**config.mk**
```make
export PLATFORM = sky130hd
export DESIGN_NAME = aes_stream_adapter
export DESIGN_NICKNAME = d
export VERILOG_FILES = /design/src/rtl/aes_package.sv /design/src/rtl/aes_word_serdes.sv /design/src/rtl/aes_stream_adapter.sv
export SDC_FILE = /design/constraint.sdc
export NUM_CORES = 1
export LEC_CHECK = 0
export ABC_AREA = 0
export CORE_UTILIZATION = 52
export CTS_BUF_LIST = sky130_fd_sc_hd__clkbuf_4
export CTS_CLUSTER_SIZE = 10
export DETAILED_ROUTE_END_ITERATION = 10
export PLACE_DENSITY_LB_ADDON = 0.3
export SYNTH_ARGS = -nofsm -noshare
export SYNTH_HDL_FRONTEND = slang
export SYNTH_SLANG_ARGS = --single-unit
```
**constraint.sdc**
```tcl
create_clock -name clk -period 5.7 [get_ports clk]
set_clock_uncertainty 0.05 [all_clocks]
set_input_delay 0.855 -clock clk [delete_from_list [all_inputs] [get_ports clk]]
set_output_delay 0.855 -clock clk [all_outputs]
set_load 0.02 [all_outputs]
```
**src/rtl/aes_package.sv**
```systemverilog
// Shared types for the AES stream adapter.
//   ctrl_engine_t  : clear/start/enable strobes from the controller FSM
//   flags_engine_t : busy, done and completed-block count back to the controller
//   adapter_state_e: adapter FSM states
package aes_package;

    localparam int unsigned BLK_CNT_W = 16;

    typedef struct packed {
        logic clear;
        logic start;
        logic enable;
    } ctrl_engine_t;

    typedef struct packed {
        logic                 busy;
        logic                 done;
        logic [BLK_CNT_W-1:0] blk_cnt;
    } flags_engine_t;

    typedef enum logic [2:0] {
        ST_IDLE,
        ST_LOAD,
        ST_ISSUE,
        ST_WAIT_CORE,
        ST_DRAIN,
        ST_DONE
    } adapter_state_e;

    // Counter width that stays legal for a one-entry counter.
    function automatic int unsigned cnt_width(input int unsigned n);
        return (n > 1) ? $clog2(n) : 1;
    endfunction

endpackage

```
**src/rtl/aes_word_serdes.sv**
```systemverilog
// Word <-> block shift register, used both to pack the plaintext stream and
// to unpack the ciphertext block.
//   clk, reset_n     : clock, asynchronous active-low reset
//   clr_i            : synchronous clear of data and word index (highest priority)
//   load_i           : parallel load of load_data_i, word index back to 0
//   shift_i          : shift one word towards the MSW, shift_data_i enters at the LSW
//   data_o           : whole block; the MSW is the oldest word shifted in / next word out
//   last_o           : the word index points at the final word of the block
module aes_word_serdes
    import aes_package::*;
#(
    parameter int unsigned WORD_W = 32,
    parameter int unsigned NWORDS = 4
) (
    input  logic                     clk,
    input  logic                     reset_n,
    input  logic                     clr_i,
    input  logic                     load_i,
    input  logic [WORD_W*NWORDS-1:0] load_data_i,
    input  logic                     shift_i,
    input  logic [WORD_W-1:0]        shift_data_i,
    output logic [WORD_W*NWORDS-1:0] data_o,
    output logic                     last_o
);

    localparam int unsigned BW    = WORD_W * NWORDS;
    localparam int unsigned CNT_W = cnt_width(NWORDS);

    logic [BW-1:0]    data_q, data_d;
    logic [CNT_W-1:0] cnt_q, cnt_d;

    assign last_o = (cnt_q == CNT_W'(NWORDS - 1));
    assign data_o = data_q;

    always_comb begin
        data_d = data_q;
        cnt_d  = cnt_q;
        if (clr_i) begin
            data_d = '0;
            cnt_d  = '0;
        end else if (load_i) begin
            data_d = load_data_i;
            cnt_d  = '0;
        end else if (shift_i) begin
            data_d = (data_q << WORD_W) | BW'(shift_data_i);
            // Index wraps so the next block starts at word 0 without a reload.
            cnt_d  = last_o ? '0 : cnt_q + CNT_W'(1);
        end
    end

    always_ff @(posedge clk or negedge reset_n) begin
        if (!reset_n) begin
            data_q <= '0;
            cnt_q  <= '0;
        end else begin
            data_q <= data_d;
            cnt_q  <= cnt_d;
        end
    end

endmodule

```
**src/rtl/aes_stream_adapter.sv**
```systemverilog
// Bridges 32-bit plaintext/ciphertext word streams to a block-wide AES core.
// Per block: collect BLOCK_W/WORD_W words (LOAD), hand the block to the core
// (ISSUE), take the result (WAIT_CORE), stream it out MSW first (DRAIN).
//   clk, reset_n      : clock, asynchronous active-low reset
//   clear             : synchronous abort back to IDLE
//   ctrl_engine_i     : clear/start (enable is ignored)
//   flags_engine_o    : busy, one-cycle done, completed block count
//   nblocks_i         : blocks per job, sampled on start
//   pt_*              : plaintext word stream in
//   ct_*              : ciphertext word stream out
//   core_in_*         : block to the AES core
//   core_out_*        : result block from the AES core
module aes_stream_adapter
    import aes_package::*;
#(
    parameter int unsigned WORD_W  = 32,
    parameter int unsigned BLOCK_W = 128
) (
    input  logic                 clk,
    input  logic                 reset_n,
    input  logic                 clear,
    input  ctrl_engine_t         ctrl_engine_i,
    output flags_engine_t        flags_engine_o,
    input  logic [BLK_CNT_W-1:0] nblocks_i,
    input  logic                 pt_valid_i,
    output logic                 pt_ready_o,
    input  logic [WORD_W-1:0]    pt_data_i,
    output logic                 ct_valid_o,
    input  logic                 ct_ready_i,
    output logic [WORD_W-1:0]    ct_data_o,
    output logic                 core_in_valid_o,
    input  logic                 core_in_ready_i,
    output logic [BLOCK_W-1:0]   core_in_data_o,
    input  logic                 core_out_valid_i,
    output logic                 core_out_ready_o,
    input  logic [BLOCK_W-1:0]   core_out_data_i
);

    localparam int unsigned NWORDS = BLOCK_W / WORD_W;

    adapter_state_e       state_q, state_d;
    logic [BLK_CNT_W-1:0] nblocks_q, nblocks_d;
    logic [BLK_CNT_W-1:0] blk_cnt_q, blk_cnt_d;
    logic [BLK_CNT_W-1:0] blk_cnt_inc;

    logic clr;
    logic pt_fire, core_in_fire, core_out_fire, ct_fire;
    logic pack_last, unpack_last;
    logic [BLOCK_W-1:0] unpack_data;

    assign clr           = clear | ctrl_engine_i.clear;
    assign pt_fire       = pt_valid_i & pt_ready_o;
    assign core_in_fire  = core_in_valid_o & core_in_ready_i;
    assign core_out_fire = core_out_valid_i & core_out_ready_o;
    assign ct_fire       = ct_valid_o & ct_ready_i;
    assign blk_cnt_inc   = blk_cnt_q + BLK_CNT_W'(1);

    // Plaintext packer: words enter at the LSW, so the first word ends in the MSW.
    aes_word_serdes #(
        .WORD_W (WORD_W),
        .NWORDS (NWORDS)
    ) u_pack (
        .clk          (clk),
        .reset_n      (reset_n),
        .clr_i        (clr),
        .load_i       (1'b0),
        .load_data_i  ('0),
        .shift_i      (pt_fire),
        .shift_data_i (pt_data_i),
        .data_o       (core_in_data_o),
        .last_o       (pack_last)
    );

    // Ciphertext unpacker: loaded from the core, MSW presented first.
    aes_word_serdes #(
        .WORD_W (WORD_W),
        .NWORDS (NWORDS)
    ) u_unpack (
        .clk          (clk),
        .reset_n      (reset_n),
        .clr_i        (clr),
        .load_i       (core_out_fire),
        .load_data_i  (core_out_data_i),
        .shift_i      (ct_fire),
        .shift_data_i ('0),
        .data_o       (unpack_data),
        .last_o       (unpack_last)
    );

    assign ct_data_o = unpack_data[BLOCK_W-1 -: WORD_W];

    // State register
    always_ff @(posedge clk or negedge reset_n) begin
        if (!reset_n) begin
            state_q   <= ST_IDLE;
            nblocks_q <= '0;
            blk_cnt_q <= '0;
        end else begin
            state_q   <= state_d;
            nblocks_q <= nblocks_d;
            blk_cnt_q <= blk_cnt_d;
        end
    end

    // Next-state logic
    always_comb begin
        state_d   = state_q;
        nblocks_d = nblocks_q;
        blk_cnt_d = blk_cnt_q;
        if (clr) begin
            state_d   = ST_IDLE;
            nblocks_d = '0;
            blk_cnt_d = '0;
        end else begin
            unique case (state_q)
                ST_IDLE: begin
                    if (ctrl_engine_i.start) begin
                        nblocks_d = nblocks_i;
                        blk_cnt_d = '0;
                        state_d   = (nblocks_i != '0) ? ST_LOAD : ST_DONE;
                    end
                end
                ST_LOAD: begin
                    if (pt_fire && pack_last) state_d = ST_ISSUE;
                end
                ST_ISSUE: begin
                    if (core_in_fire) state_d = ST_WAIT_CORE;
                end
                ST_WAIT_CORE: begin
                    if (core_out_fire) state_d = ST_DRAIN;
                end
                ST_DRAIN: begin
                    if (ct_fire && unpack_last) begin
                        blk_cnt_d = blk_cnt_inc;
                        state_d   = (blk_cnt_inc != nblocks_q) ? ST_LOAD : ST_DONE;
                    end
                end
                ST_DONE: begin
                    state_d = ST_IDLE;
                end
                default: begin
                    state_d = ST_IDLE;
                end
            endcase
        end
    end

    // Output decode (pure function of the state register)
    always_comb begin
        pt_ready_o             = 1'b0;
        core_in_valid_o        = 1'b0;
        core_out_ready_o       = 1'b0;
        ct_valid_o             = 1'b0;
        flags_engine_o.busy    = (state_q != ST_IDLE);
        flags_engine_o.done    = (state_q == ST_DONE);
        flags_engine_o.blk_cnt = blk_cnt_q;
        unique case (state_q)
            ST_LOAD:      pt_ready_o       = 1'b1;
            ST_ISSUE:     core_in_valid_o  = 1'b1;
            ST_WAIT_CORE: core_out_ready_o = 1'b1;
            ST_DRAIN:     ct_valid_o       = 1'b1;
            default:      ;
        endcase
    end

endmodule

```
==> flow_summary.json <==
{
  "status": "finished clean",
  "grt_use_met2": 0.421,
  "initial_core_util": 0.529,
  "stdcell_count": 2149,
  "finalCritPeriodShare": 0.607,
  "start_kind": "register",
  "dr.first_iter.drc_count": 1320,
  "reg2reg_depth": 5,
  "ir_drop_mv": 0.168,
  "std_cell_rows": 58,
  "grt_max_degree": 141,
  "syn-mean-instance-area_um2": 9.13,
  "final.setup.worst_slack_ps": 2240,
  "slew_viol_final": 0,
  "path_delay_family": "buffers and inverters",
  "powerDensity_mw_per_mm2": 239,
  "cts_buffer_depth": 3,
  "grt_setup_unrepaired": "no",
  "cts_hold_buf": 0,
  "dp_slack_ps": 2280,
  "grt_pass1_wl_um": 59200,
  "p_leak_nw": 7.17,
  "ys_seq_elements": 295,
  "cts_tree": "done",
  "layout-drive-gt1-share": 0.0806,
  "nFillCells": 1924,
  "worstReg2RegEnd": "u_unpack.data_o[25]",
  "gr-total-overflow": 0,
  "post_cts_buffers": 0,
  "crit_chain": "nor3b_2 > clkdlybuf4s50_1",
  "use_met3": 0.106,
  "grt_pass1_vias": 11400,
  "cts_htree_levels": 3,
  "final_area_mm2": 0.0178,
  "critPathCaptureType": "output pin",
  "grt_usage": 0.285,
  "worstPathArrival_ps": 2560,
  "drc": 0,
  "vias": 11900,
  "drv_cap": 0,
  "firstDrtPassIters": 5,
  "clk_latency_ps": 680,
  "hold_class": "primary input to asynchronous set/reset pin",
  "ant_nets": 0,
  "cts_resized": 0,
  "dieWidth_um": 162,
  "critPathRequiredTime_ps": 4800,
  "timing.rr.start": "state_q[2]",
  "worst_slew_pin_slew_ps": 1230,
  "final-setup-viol-count": 0,
  "fmax_ghz": 0.289,
  "clock_sinks": 295,
  "cp_num_buf_inv": 1,
  "fin_crit_ps": 3460,
  "synth_area_mm2": 0.0133,
  "antenna_found_initial": 9,
  "ys_warn_count": 0,
  "path_clk_slew_ps": 70,
  "dpl-instance-area_mm2": 0.0168,
  "synth.yosys.seq_area_share": 0.554,
  "syn_inst": 1460,
  "cts_buffers": 76,
  "coreArea_mm2": 0.0252,
  "ys_types": 50,
  "hold_viol_final": 0,
  "cp_slowest_cell": "clkdlybuf4s50_1",
  "synth_top_flop_cell": "dfrtp_1",
  "dp_hpwl_um": 24500,
  "fin_nets": 1952,
  "synth-async-reset-ratio": 1.00,
  "root_buffer": "clkbuf_4",
  "slew_headroom": 0.179,
  "tns_ps": 0,
  "busiest_layer": "met2",
  "syn_to_final_growth_pct": 33.3,
  "die-area_mm2": 0.0263,
  "via_per_inst": 5.54,
  "port_buffers": 366,
  "globalRouteMet1Util": 0.380,
  "wirelength_um": 37800,
  "slowest_delay_ps": 750,
  "syn-num-nets": 1649,
  "cp_max_fo": 11,
  "die_y_um": 162,
  "dp_cells": 2015,
  "wl_per_cell_um": 17.6,
  "gp_congestion": 0.913,
  "synth-edff-count": 0,
  "regToRegSetupSlack_ps": 2810,
  "ios": 368,
  "crit_type": "register to output pin"
}
[report_power, final]
group          internal, W  total (W)  leakage [nW]  switching, W
clock              0.00101    0.00187         0.578      0.000855
sequential         0.00210    0.00211          4.12    0.00000693
combinational     0.000133   0.000265          2.47      0.000132
[layout make-up]
class | instances | area (µm²) | share of cell area
clock inverters | 17 | 164 | 0.00922
inverters | 4 | 15.0 | 0.000845
multi-input cells | 1010 | 5200 | 0.293
repair buffers | 376 | 3760 | 0.211
flip-flops and latches | 295 | 7380 | 0.415
well taps | 330 | 413 | 0.0232
diodes | 8 | 20.0 | 0.00113
clock buffers | 109 | 818 | 0.0461
[per-stage QoR]
| step | power [W] | hold WS, ps | utilization |
|---|---|---|---|
| after floorplan | 0.00221 | 423 | - |
| after global placement | 0.00241 | 439 | 0.666 |
| after detailed placement | 0.00241 | 441 | 0.666 |
| after CTS | 0.00429 | 131 | 0.705 |
| after global routing | 0.00442 | 141 | 0.706 |
| final | 0.00424 | 127 | 0.706 |
[flip-flops by register name, summed over array words and instances, names as in the netlist]
signal           count
blk_cnt_q           16
u_pack.cnt_q         2
state_q              3
u_unpack.data_o    128
nblocks_q           16
u_pack.data_o      128
u_unpack.cnt_q       2
[placed cells by master (no fill, tap or decap), drive strengths merged, types with 7 or more instances in the layout]
| cell | count |
|---|---|
| o21ai | 25 |
| nand4 | 8 |
| xnor2 | 15 |
| a31oi | 8 |
| a311oi | 96 |
| a22o | 49 |
| nor4 | 7 |
| dfrtp | 295 |
| diode | 8 |
| nor2 | 119 |
| nand3 | 8 |
| nor3 | 7 |
| clkbuf | 109 |
| a21oi | 139 |
| clkinv | 14 |
| buf | 11 |
| nand2 | 475 |
| clkdlybuf4s50 | 365 |
[cell usage after synthesis, types with 2 or more instances]
library cell	number	area share
inv_1	4	0.0011
buf_4	38	0.021
mux2i_1	2	0.0015
nor2b_1	6	0.0028
a311oi_1	96	0.063
or2_2	2	0.00094
xor2_1	6	0.0039
buf_2	25	0.0094
o21ai_0	25	0.0094
o41ai_1	2	0.0013
and2_1	4	0.0019
buf_1	8	0.0023
a22o_1	49	0.032
clkbuf_1	76	0.021
nor3_1	6	0.0023
a2111oi_0	3	0.0020
nand2_1	475	0.13
a21oi_1	139	0.052
xnor2_1	15	0.0099
nand4_1	8	0.0038
nand3_4	2	0.0026
o31ai_1	5	0.0028
ha_1	3	0.0028
nand2b_1	3	0.0014
nor4_1	5	0.0023
dfrtp_1	295	0.55
nand3_1	6	0.0023
a31oi_1	8	0.0038
and3_1	3	0.0014
nor2_1	119	0.034
a211oi_1	3	0.0017
[layer usage]
metal  part of all wire  vias up  wire, µm
li1                   -     5634         -
met3               0.11       58      4090
met2               0.46      523     17300
met5            0.00026        -        10
met4              0.023        2       887
met1               0.41     5682     15500
[worst max-delay path by stage]
stage / start / to / cells past startpoint
floorplan: ctrl_engine_i[2] / nblocks_q[10] / 5
global placement: ctrl_engine_i[2] / u_unpack.data_o[9] / 6
detailed placement: ctrl_engine_i[2] / u_unpack.data_o[14] / 6
CTS: state_q[2] / ct_valid_o / 2
global route: state_q[2] / ct_valid_o / 2
finish: state_q[2] / ct_valid_o / 2
[kinds of logic after synthesis]
| kind of cell | count (synthesis) | share of synthesized area |
|---|---|---|
| AOI/OAI and AO/OA | 336 | 0.173 |
| xor gates and xnor gates | 21 | 0.0138 |
| adders and majority gates | 3 | 0.00282 |
| buffers and inverters | 155 | 0.0584 |
| DFF | 295 | 0.554 |
| muxes | 3 | 0.00235 |
| and+or+nand+nor | 647 | 0.196 |
Note: power is estimated with default switching activity, not from simulation.
